`src/rtl/pipe_ctrl_pkg.sv`:
```
// Shared encodings for the pipeline control unit: exception codes, control ops,
// control-register addresses and execution modes.
package pipe_ctrl_pkg;

  localparam logic [2:0] EXP_NO_EXP      = 3'd0;
  localparam logic [2:0] EXP_EXT_INT     = 3'd1;
  localparam logic [2:0] EXP_UNDEF_INSN  = 3'd2;
  localparam logic [2:0] EXP_OVERFLOW    = 3'd3;
  localparam logic [2:0] EXP_MISS_ALIGN  = 3'd4;
  localparam logic [2:0] EXP_TRAP        = 3'd5;
  localparam logic [2:0] EXP_PRV_VIOLATE = 3'd6;

  localparam logic [1:0] CTRL_OP_NOP  = 2'd0;
  localparam logic [1:0] CTRL_OP_WRCR = 2'd1;
  localparam logic [1:0] CTRL_OP_EXRT = 2'd2;

  localparam logic [4:0] CREG_STATUS     = 5'd0;
  localparam logic [4:0] CREG_PRE_STATUS = 5'd1;
  localparam logic [4:0] CREG_INT_MASK   = 5'd2;
  localparam logic [4:0] CREG_EXP_CODE   = 5'd3;
  localparam logic [4:0] CREG_EXP_VECTOR = 5'd4;
  localparam logic [4:0] CREG_EPC        = 5'd5;

  // Mode FSM states; the current state is the exe_mode output.
  localparam logic [0:0] CPU_KERNEL_MODE = 1'b0;
  localparam logic [0:0] CPU_USER_MODE   = 1'b1;

  function automatic logic [31:0] word_to_byte(input logic [29:0] addr);
    return {addr, 2'b00};
  endfunction

endpackage

```
`src/rtl/pipe_ctrl_creg.sv`:
```
// Control-register file: exception entry/return sequencing, WRCR writes and a
// read port that forwards a WRCR committing in the same cycle.
module pipe_ctrl_creg
  import pipe_ctrl_pkg::*;
#(
  parameter int IRQ_W    = 8,
  parameter int CREG_NUM = 6
) (
  input  logic             clk,
  input  logic             reset_,
  input  logic [4:0]       rd_addr,
  output logic [31:0]      rd_data,
  input  logic             exp_en,
  input  logic [2:0]       exp_code_in,
  input  logic             exp_br_flag,
  input  logic [29:0]      exp_epc,
  input  logic             exrt_en,
  input  logic             wr_en,
  input  logic [4:0]       wr_addr,
  input  logic [31:0]      wr_data,
  output logic             exe_mode,
  output logic             int_en,
  output logic [IRQ_W-1:0] int_mask,
  output logic [29:0]      exp_vector,
  output logic [29:0]      epc
);

  localparam logic [4:0] CREG_LAST = 5'(CREG_NUM - 1);

  logic       pre_exe_mode;
  logic       pre_int_en;
  logic [3:0] exp_code;

  always_ff @(posedge clk or negedge reset_) begin
    if (!reset_) begin
      exe_mode     <= CPU_KERNEL_MODE;
      int_en       <= 1'b0;
      pre_exe_mode <= CPU_KERNEL_MODE;
      pre_int_en   <= 1'b0;
      int_mask     <= '1;
      exp_code     <= '0;
      exp_vector   <= '0;
      epc          <= '0;
    end else if (exp_en) begin
      pre_exe_mode <= exe_mode;
      pre_int_en   <= int_en;
      exe_mode     <= CPU_KERNEL_MODE;
      int_en       <= 1'b0;
      exp_code     <= {exp_br_flag, exp_code_in};
      epc          <= exp_epc;
    end else if (exrt_en) begin
      exe_mode     <= pre_exe_mode;
      int_en       <= pre_int_en;
    end else if (wr_en) begin
      case (wr_addr)
        CREG_STATUS:     {int_en, exe_mode} <= wr_data[1:0];
        CREG_PRE_STATUS: {pre_int_en, pre_exe_mode} <= wr_data[1:0];
        CREG_INT_MASK:   int_mask <= wr_data[IRQ_W-1:0];
        CREG_EXP_CODE:   exp_code <= wr_data[3:0];
        CREG_EXP_VECTOR: exp_vector <= wr_data[31:2];
        CREG_EPC:        epc <= wr_data[31:2];
        default:         ;
      endcase
    end
  end

  // Forwarding only applies to implemented addresses; others always read 0.
  always_comb begin
    rd_data = '0;
    if (wr_en && (wr_addr == rd_addr) && (rd_addr <= CREG_LAST)) begin
      rd_data = wr_data;
    end else begin
      case (rd_addr)
        CREG_STATUS:     rd_data = {30'd0, int_en, exe_mode};
        CREG_PRE_STATUS: rd_data = {30'd0, pre_int_en, pre_exe_mode};
        CREG_INT_MASK:   rd_data = {{(32-IRQ_W){1'b0}}, int_mask};
        CREG_EXP_CODE:   rd_data = {28'd0, exp_code};
        CREG_EXP_VECTOR: rd_data = word_to_byte(exp_vector);
        CREG_EPC:        rd_data = word_to_byte(epc);
        default:         rd_data = '0;
      endcase
    end
  end

endmodule

```
`src/rtl/pipe_ctrl.sv`:
```
// Pipeline control for the 5-stage core: stall/flush generation, exception and
// interrupt commit at MEM, EXRT/WRCR handling and the control-register file.
module pipe_ctrl
  import pipe_ctrl_pkg::*;
#(
  parameter int IRQ_W    = 8,
  parameter int CREG_NUM = 6
) (
  input  logic             clk,
  input  logic             reset_,
  input  logic [4:0]       creg_rd_addr,
  output logic [31:0]      creg_rd_data,
  output logic             exe_mode,
  input  logic [IRQ_W-1:0] irq,
  output logic             int_detect,
  input  logic             if_busy,
  input  logic             ld_hazard,
  input  logic             mem_busy,
  input  logic [29:0]      id_pc,
  input  logic             mem_en,
  input  logic [29:0]      mem_pc,
  input  logic             mem_br_flag,
  input  logic [1:0]       mem_ctrl_op,
  input  logic [4:0]       mem_dst_addr,
  input  logic [2:0]       mem_exp_code,
  input  logic [31:0]      mem_out,
  output logic             if_stall,
  output logic             id_stall,
  output logic             ex_stall,
  output logic             mem_stall,
  output logic             if_flush,
  output logic             id_flush,
  output logic             ex_flush,
  output logic             mem_flush,
  output logic [29:0]      new_pc
);

  logic             int_en;
  logic [IRQ_W-1:0] int_mask;
  logic [29:0]      exp_vector;
  logic [29:0]      epc;
  logic             stall;
  logic             commit_ok;
  logic             exp_hit;
  logic             int_hit;
  logic             exrt_hit;
  logic             wrcr_hit;

  assign stall      = if_busy | mem_busy;
  assign int_detect = int_en & (|(irq & ~int_mask));

  // One-hot commit decision at MEM in priority order; nothing commits while stalled.
  assign commit_ok = mem_en & ~stall;
  assign exp_hit   = commit_ok & (mem_exp_code != EXP_NO_EXP);
  assign int_hit   = commit_ok & (mem_exp_code == EXP_NO_EXP) & int_detect;
  assign exrt_hit  = commit_ok & (mem_exp_code == EXP_NO_EXP) & ~int_detect &
                     (mem_ctrl_op == CTRL_OP_EXRT);
  assign wrcr_hit  = commit_ok & (mem_exp_code == EXP_NO_EXP) & ~int_detect &
                     (mem_ctrl_op == CTRL_OP_WRCR);

  always_comb begin
    if_stall  = 1'b0;
    id_stall  = 1'b0;
    ex_stall  = 1'b0;
    mem_stall = 1'b0;
    if (reset_) begin
      if_stall  = stall | ld_hazard;
      id_stall  = stall;
      ex_stall  = stall;
      mem_stall = stall;
    end
  end

  // Interrupts leave MEM intact: the return point is the ID instruction.
  always_comb begin
    if_flush  = 1'b0;
    id_flush  = 1'b0;
    ex_flush  = 1'b0;
    mem_flush = 1'b0;
    new_pc    = '0;
    if (reset_ && !stall) begin
      if (exp_hit) begin
        {if_flush, id_flush, ex_flush, mem_flush} = 4'b1111;
        new_pc = exp_vector;
      end else if (int_hit) begin
        {if_flush, id_flush, ex_flush} = 3'b111;
        new_pc = exp_vector;
      end else if (exrt_hit) begin
        {if_flush, id_flush, ex_flush, mem_flush} = 4'b1111;
        new_pc = epc;
      end else if (wrcr_hit) begin
        {if_flush, id_flush, ex_flush} = 3'b111;
        new_pc = mem_pc + 30'd1;
      end else if (ld_hazard) begin
        id_flush = 1'b1;
      end
    end
  end

  pipe_ctrl_creg #(
    .IRQ_W    (IRQ_W),
    .CREG_NUM (CREG_NUM)
  ) u_creg (
    .clk         (clk),
    .reset_      (reset_),
    .rd_addr     (creg_rd_addr),
    .rd_data     (creg_rd_data),
    .exp_en      (exp_hit | int_hit),
    .exp_code_in (int_hit ? EXP_EXT_INT : mem_exp_code),
    .exp_br_flag (int_hit ? 1'b0 : mem_br_flag),
    .exp_epc     (int_hit ? id_pc : mem_pc),
    .exrt_en     (exrt_hit),
    .wr_en       (wrcr_hit),
    .wr_addr     (mem_dst_addr),
    .wr_data     (mem_out),
    .exe_mode    (exe_mode),
    .int_en      (int_en),
    .int_mask    (int_mask),
    .exp_vector  (exp_vector),
    .epc         (epc)
  );

endmodule

```
`config.mk`:
```
export PLATFORM = sky130hd
export DESIGN_NAME = pipe_ctrl
export DESIGN_NICKNAME = d
export VERILOG_FILES = /design/src/rtl/pipe_ctrl_pkg.sv /design/src/rtl/pipe_ctrl_creg.sv /design/src/rtl/pipe_ctrl.sv
export SDC_FILE = /design/constraint.sdc
export NUM_CORES = 1
export LEC_CHECK = 0
export CAP_MARGIN = 20
export CORE_UTILIZATION = 25
export CTS_BUF_LIST = sky130_fd_sc_hd__clkbuf_4 sky130_fd_sc_hd__clkbuf_8
export DETAILED_ROUTE_END_ITERATION = 8
export MAX_ROUTING_LAYER = met4
export SYNTH_ARGS = -nofsm -noshare
export SYNTH_HDL_FRONTEND = slang
export SYNTH_SLANG_ARGS = --single-unit
```
`constraint.sdc`:
```
create_clock -name clk -period 2.2 [get_ports clk]
set_clock_uncertainty 0.1 [all_clocks]
set_input_delay 0.33 -clock clk [delete_from_list [all_inputs] [get_ports clk]]
set_output_delay 0.33 -clock clk [all_outputs]
set_load 0.01 [all_outputs]
```
### Yosys cells after proc, flatten, opt, wreduce, memory -nomap -nowiden

Index checks and enable logic that the tools add are counted.

* add/subtract/negate cells: 1
* order comparisons: 1
* equality and inequality tests: 14
* muxes and demuxes: 51
* bitwise logic cells: 17
* reductions and logical operators: 21

Operators by type and width (count)
* two-way mux 30 bit: 10
* case mux 32 bit (6 select lines): 1
* two-way mux 1 bit: 34
* two-way mux 32 bit: 1
* adder 30 x 1 -> 30 bit (second input constant): 1
* equality test 5 x 2 -> 1 bit (second input constant): 4
* equality test 5 x 3 -> 1 bit (second input constant): 4
* two-way mux 4 bit: 4
* equality test 5 x 1 -> 1 bit (second input constant): 2
* logical NOT 5 bit: 2
* AND reduction 3 bit: 3
* nonzero test 3 bit: 3
* bitwise AND 1 bit: 8
* bitwise AND 8 bit: 1
* inverter 8 bit: 1
* AND reduction 4 bit: 2
* nonzero test 2 bit: 4
* OR reduction 8 bit: 1
* equality test 5 bit: 1
* <= comparator 5 x 3 -> 1 bit (second input constant): 1
* inverter 1 bit: 4
* logical AND 1 bit: 3
* logical NOT 3 bit: 1
* two-way mux 3 bit: 1
* 6 further kinds: 8

* register bits: 76
* input bits: 122
* word-level logic and storage cells: 113

### Depth between registers and ports, before layout

* depth in word-level cells: 12
* mapped depth: 8
* mapped depth without buffers: 6

### Modules after synthesis

Synthesis repeated with hierarchy kept, for this count alone.

* cells, all modules: 630
* area total of the unflattened synthesis: 6017.0 um2

Modules (own cells, without submodules)
* pipe_ctrl_creg: instances 1, cells an instance 371, area an instance 4205.3 um2
* pipe_ctrl: instances 1, cells an instance 259, area an instance 1811.7 um2

### Worst setup path before layout

No wires, ideal clock.

* kind: register -> output
* from: reg u_creg.int_mask[3]
* to: out if_flush
* data arrival time: 2014 ps
* data required time: 1770 ps
* setup slack: -244 ps
* stages on the path, launching flop included: 9
* path buffers: 3
* cell sequence: dfstp_2 nand2b_1 nand4_1 o21ai_2 clkbuf_1 buf_2 nand2_1 a31oi_1 buf_4

* longest elaborated chain between the ends: 12
* elaborated cells between the ends (all ways): 14
* those cells by class: mux: 5; bitwise: 8; reduce/logical: 1

Ends and longest elaborated chain
* start, declared: line pipe_ctrl_creg.sv:23 `output logic [IRQ_W-1:0] int_mask,`
* start signal, assigned: line pipe_ctrl_creg.sv:58 `CREG_INT_MASK: int_mask <= wr_data[IRQ_W-1:0];`
* inverter 8 bit *: line pipe_ctrl.sv:50 `assign int_detect = int_en & (|(irq & ~int_mask));`
* bitwise AND 8 bit *: line pipe_ctrl.sv:50
* OR reduction 8 bit *: line pipe_ctrl.sv:50
* bitwise AND 1 bit *: line pipe_ctrl.sv:50
* inverter 1 bit: line pipe_ctrl.sv:56, pipe_ctrl.sv:58
* bitwise AND 1 bit: line pipe_ctrl.sv:56, pipe_ctrl.sv:58
* bitwise AND 1 bit: line pipe_ctrl.sv:58 `assign wrcr_hit = commit_ok & (mem_exp_code == EXP_NO_EXP) & ~int_detect &`
* two-way mux 1 bit (2 in a row)
* two-way mux 1 bit * (3 in a row)
* end, declared: line pipe_ctrl.sv:31 `output logic if_flush,`

Mark *: on every way between the ends. The rest lies on a longest branch, timed or not.

### Worst setup path after layout

* from: reg u_creg.int_mask[6]
* to: out new_pc[12]

* longest elaborated chain between the ends: 12
* elaborated cells between the ends (all ways): 14
* those cells by class: mux: 5; bitwise: 8; reduce/logical: 1

Ends and longest elaborated chain
* inverter 8 bit *: line pipe_ctrl.sv:50
* bitwise AND 8 bit *: line pipe_ctrl.sv:50
* OR reduction 8 bit *: line pipe_ctrl.sv:50
* bitwise AND 1 bit *: line pipe_ctrl.sv:50
* inverter 1 bit: line pipe_ctrl.sv:56, pipe_ctrl.sv:58
* bitwise AND 1 bit: line pipe_ctrl.sv:56, pipe_ctrl.sv:58
* bitwise AND 1 bit: line pipe_ctrl.sv:58
* two-way mux 30 bit: line pipe_ctrl.sv:91 `end else if (wrcr_hit) begin`
* two-way mux 30 bit: line pipe_ctrl.sv:88 `end else if (exrt_hit) begin`
* two-way mux 30 bit *: line pipe_ctrl.sv:85 `end else if (int_hit) begin`
* two-way mux 30 bit *: line pipe_ctrl.sv:82 `if (exp_hit) begin`
* two-way mux 30 bit *: line pipe_ctrl.sv:81 `if (reset_ && !stall) begin`
* end, declared: line pipe_ctrl.sv:35 `output logic [29:0] new_pc`

Marked as above.

==> implementation parameters <==
Parameter                              Value

Run status
  Outcome    finished, violations left
  Violations in the final reports    setup timing

Synth
  Top cells by area, synth    sky130_fd_sc_hd__dfrtp_1, sky130_fd_sc_hd__mux2_2, sky130_fd_sc_hd__nand3_1
  Number of enable-type register cells in the synthesized netlist    0
  Share of async-settable or async-resettable flops after synthesis    between 90% and 100%
  Synth Instances    about 670
  Synth warnings    0
  Post-synthesis sequential area ratio    between 30% and 40%
  Unique cell type count in the Yosys netlist    63
  Post-synth top area cell    sky130_fd_sc_hd__dfrtp_1
  Total nets after synthesis    slightly below 800
  Ys flop type    sky130_fd_sc_hd__dfrtp_1
  Area share of the largest cell type after synthesis    around 28%
  Cell area after synthesis    about 6100 um2
  Synthesized area per cell    9.046 um2
  Synthesis-stage register bit count    76

STA
  Max_slew headroom    between 60% and 70%
  Maximum clock rate    approximately 330 MHz
  Crit share post-route    137.7%
  Crit path setup slack, layout    -0.8296 ns
  Endpoints failing hold    0
  Hold WS    between 0.1 and 0.15 ns
  Final setup violation count    about 110
  Final Max Tran Viols    0
  Slew at the pin with the worst max-slew slack    a little under 0.6 ns
  Final min period    3.030 ns
  Unrepaired setup endpoints after global routing    yes

Final layout
  Final nets    around 1.1k
  Growth of design area from synthesis to finish    79.16%
  Total area of multi-input combinational cells    4428 um2
  Number of fillers in the final layout    between 2k and 2.5k
  Post-layout util    a little under half
  FF/Latch Area    between 1500 and 2000 um2
  Commonest non-fill, non-tap cells in the layout    sky130_fd_sc_hd__buf_4, sky130_fd_sc_hd__clkdlybuf4s50_1, sky130_fd_sc_hd__buf_6
  Most common library cell in the layout ignoring fill and taps    sky130_fd_sc_hd__buf_4
  Fraction of final layout cells sized beyond drive strength 1    around two fifths

Setup path
  Worst reg-to-reg setup slack    -0.35 ns
  Type of the worst setup path    reg2out
  Number of cells on the worst reg-to-reg path    10
  Startpoint Class    register
  Destination of the worst register-to-register timing path    u_creg.exp_vector[5]$_DFFE_PN0P_
  Kind of capture point of the worst setup path    output pin
  Startpoint of the worst register-to-register path    u_creg.int_mask[6]$_DFFE_PN1P_
  Peak fanout along the critical path    8
  Worst Path Arrival    about 2.6 ns
  Required @ worst endpoint    ~1.8 ns

Global routing
  Initial antenna violation count    1
  Global-route wire length before repair    around 44,000 um
  All-layer global routing usage    approximately 24%
  Number of global-route vias before repair    around 7.3k
  Global route total overflow    0
  Pin count of the biggest net entering global routing    43

Drt
  First-pass DRT Iterations    5
  Final routed wirelength across all metal layers    28,990 um
  Routed via count    7,175
  Drt first-iter violations    around 620
  Remaining design rule violation count    0
  Ratio of routed vias to standard cells    around 5.4
  Antenna Nets Post-Route    0
  Wire per inst    approximately 22 um

Job
  Max capacitance violation total    0

Floorplan
  Number of standard-cell rows in the floorplan    56
  Initial cell density of the core    roughly a quarter
  CORE AREA    around 24,000 um2
  Ports    194
  Die H    between 150 and 200 um
  Die area    24,910 um2
  Horizontal die dimension    around 160 um

Power and ir drop
  Areal power density over the cells    about 400 nW/um2
  Maximum resistive drop on vdd    between 0.2 and 0.25 mV
  Static Leak    4.690 nW

Clock tree
  Clock root buffer master    sky130_fd_sc_hd__clkbuf_8
  Clock network latency to the later pin of the worst-skew pair    roughly 0.38 ns
  CTS buffer count    9
  Deepest clock path buffer count    2
  Clock transition at the registers of the reported paths    0.09 ns
  H-Tree Depth    3
  TritonCTS clock tree    yes
  Clock sink total    76

Place
  Port Buffer Count    around 190
  Setup Slack @ Placement    -1.170 ns
  DP HPWL    a little under 20,000 um
  Placer congestion estimate    between 0.8 and 0.9

Worst hold path
  Min-Delay Path Class    in2async
[synth_stat cells, types with 3 or more instances]
cell type / n
sky130_fd_sc_hd__a21oi_1: 14
sky130_fd_sc_hd__a221o_1: 20
sky130_fd_sc_hd__a221oi_1: 6
sky130_fd_sc_hd__a22oi_1: 36
sky130_fd_sc_hd__a31oi_1: 41
sky130_fd_sc_hd__and2_1: 3
sky130_fd_sc_hd__and3_1: 27
sky130_fd_sc_hd__and4_1: 4
sky130_fd_sc_hd__buf_2: 18
sky130_fd_sc_hd__buf_4: 5
sky130_fd_sc_hd__buf_6: 5
sky130_fd_sc_hd__clkbuf_1: 30
sky130_fd_sc_hd__dfrtp_1: 68
sky130_fd_sc_hd__dfstp_2: 8
sky130_fd_sc_hd__inv_1: 8
sky130_fd_sc_hd__mux2_1: 6
sky130_fd_sc_hd__mux2_2: 64
sky130_fd_sc_hd__mux2i_1: 24
sky130_fd_sc_hd__nand2_1: 25
sky130_fd_sc_hd__nand2b_1: 10
sky130_fd_sc_hd__nand3_1: 60
sky130_fd_sc_hd__nand4_1: 15
sky130_fd_sc_hd__nor2_1: 38
sky130_fd_sc_hd__nor2b_1: 4
sky130_fd_sc_hd__nor3_1: 40
sky130_fd_sc_hd__nor4_1: 4
sky130_fd_sc_hd__nor4b_1: 4
sky130_fd_sc_hd__o2111ai_1: 3
sky130_fd_sc_hd__o211ai_1: 3
sky130_fd_sc_hd__o21ai_0: 10
sky130_fd_sc_hd__o2bb2ai_1: 5
sky130_fd_sc_hd__xnor2_1: 23
sky130_fd_sc_hd__xor2_1: 5
[cells by family after synthesis]
group | share of synthesized area [%]
xor+xnor | 4.040
compound gates | 18.43
mux | 17.69
fa+ha+maj | 0.2061
flops | 31.50
simple gates | 22.57
buf+inv | 5.566
[critical path, cell delays in order (launching register included)]
cell and delay (ns):
sky130_fd_sc_hd__dfstp_2 0.55, sky130_fd_sc_hd__nand2b_4 0.12, sky130_fd_sc_hd__nand4_1 0.20, sky130_fd_sc_hd__buf_4 0.21, sky130_fd_sc_hd__o211ai_4 0.23, sky130_fd_sc_hd__a21oi_4 0.13
sky130_fd_sc_hd__buf_12 0.17, sky130_fd_sc_hd__buf_6 0.11, sky130_fd_sc_hd__a221o_1 0.35, sky130_fd_sc_hd__buf_2 0.15
[report_power, final]
part | leakage [nW] | switching [W] | internal, W
clock network | 0.102 | 0.000606 | 0.000589
registers | 0.923 | 0.000130 | 0.00155
logic | 3.66 | 0.000637 | 0.000793
[flip-flops by register name, summed over array words and instances (netlist names)]
name	count
u_creg.exp_vector	30
u_creg.pre_exe_mode	1
u_creg.exp_code	4
u_creg.pre_int_en	1
u_creg.epc	30
u_creg.int_mask	8
u_creg.exe_mode	1
u_creg.int_en	1
[through the flow]
step | setup TNS, ns | total power, W | instances | cell area, um2
3_5_place_dp | -117.00 | 0.002900 | 1281 | 9619
5_1_grt | -69.09 | 0.004485 | 1341 | 10870
2_1_floorplan | -6.026 | 0.002170 | 671 | 6296
6_report | -57.67 | 0.004303 | 1341 | 10870
3_3_place_gp | -115.40 | 0.002890 | 1281 | 9619
4_1_cts | -66.96 | 0.004290 | 1338 | 10780
[worst max path at each step]
stage	start	end	slack [ns]	cells after the start
after floorplan	u_creg.int_mask[7]$_DFFE_PN1P_	creg_rd_data[10]	-0.18	7
after global placement	mem_en	creg_rd_data[0]	-1.13	8
after detailed placement	mem_en	creg_rd_data[31]	-1.17	8
after CTS	u_creg.int_mask[6]$_DFFE_PN1P_	new_pc[12]	-0.83	9
after global routing	u_creg.int_mask[6]$_DFFE_PN1P_	new_pc[12]	-0.91	9
final	u_creg.int_mask[6]$_DFFE_PN1P_	new_pc[12]	-0.83	9
[layout make-up]
| type | instances | area share (%) |
|---|---|---|
| Antenna cell | 1 | 0.02301 |
| Clock buffer | 11 | 1.392 |
| Clock inverter | 5 | 0.5408 |
| Inverter | 9 | 0.3107 |
| Multi-Input combinational cell | 526 | 40.72 |
| Sequential cell | 76 | 17.58 |
| Tap cell | 319 | 3.670 |
| Timing Repair Buffer | 394 | 35.76 |
[per-layer routing]
layer	share of wire, %	routed length [um]	global-route usage (%)	vias up
met5	0	0	-	-
met1	42	12190	31.18	3519
met3	8.5	2478	4.544	39
met4	1.8	536	5.871	0
li1	-	-	-	3277
met2	48	13780	38.81	340
[what timing repair did]
action                     CTS  global route
resized for setup          442            42
buffers inserted            36            14
cloned                       7             1
pin swaps                   32            28
setup endpoints to repair  146           143
hold endpoints to repair    34             0
hold buffers                 2             0
Note: power is estimated with default switching activity, not from simulation.
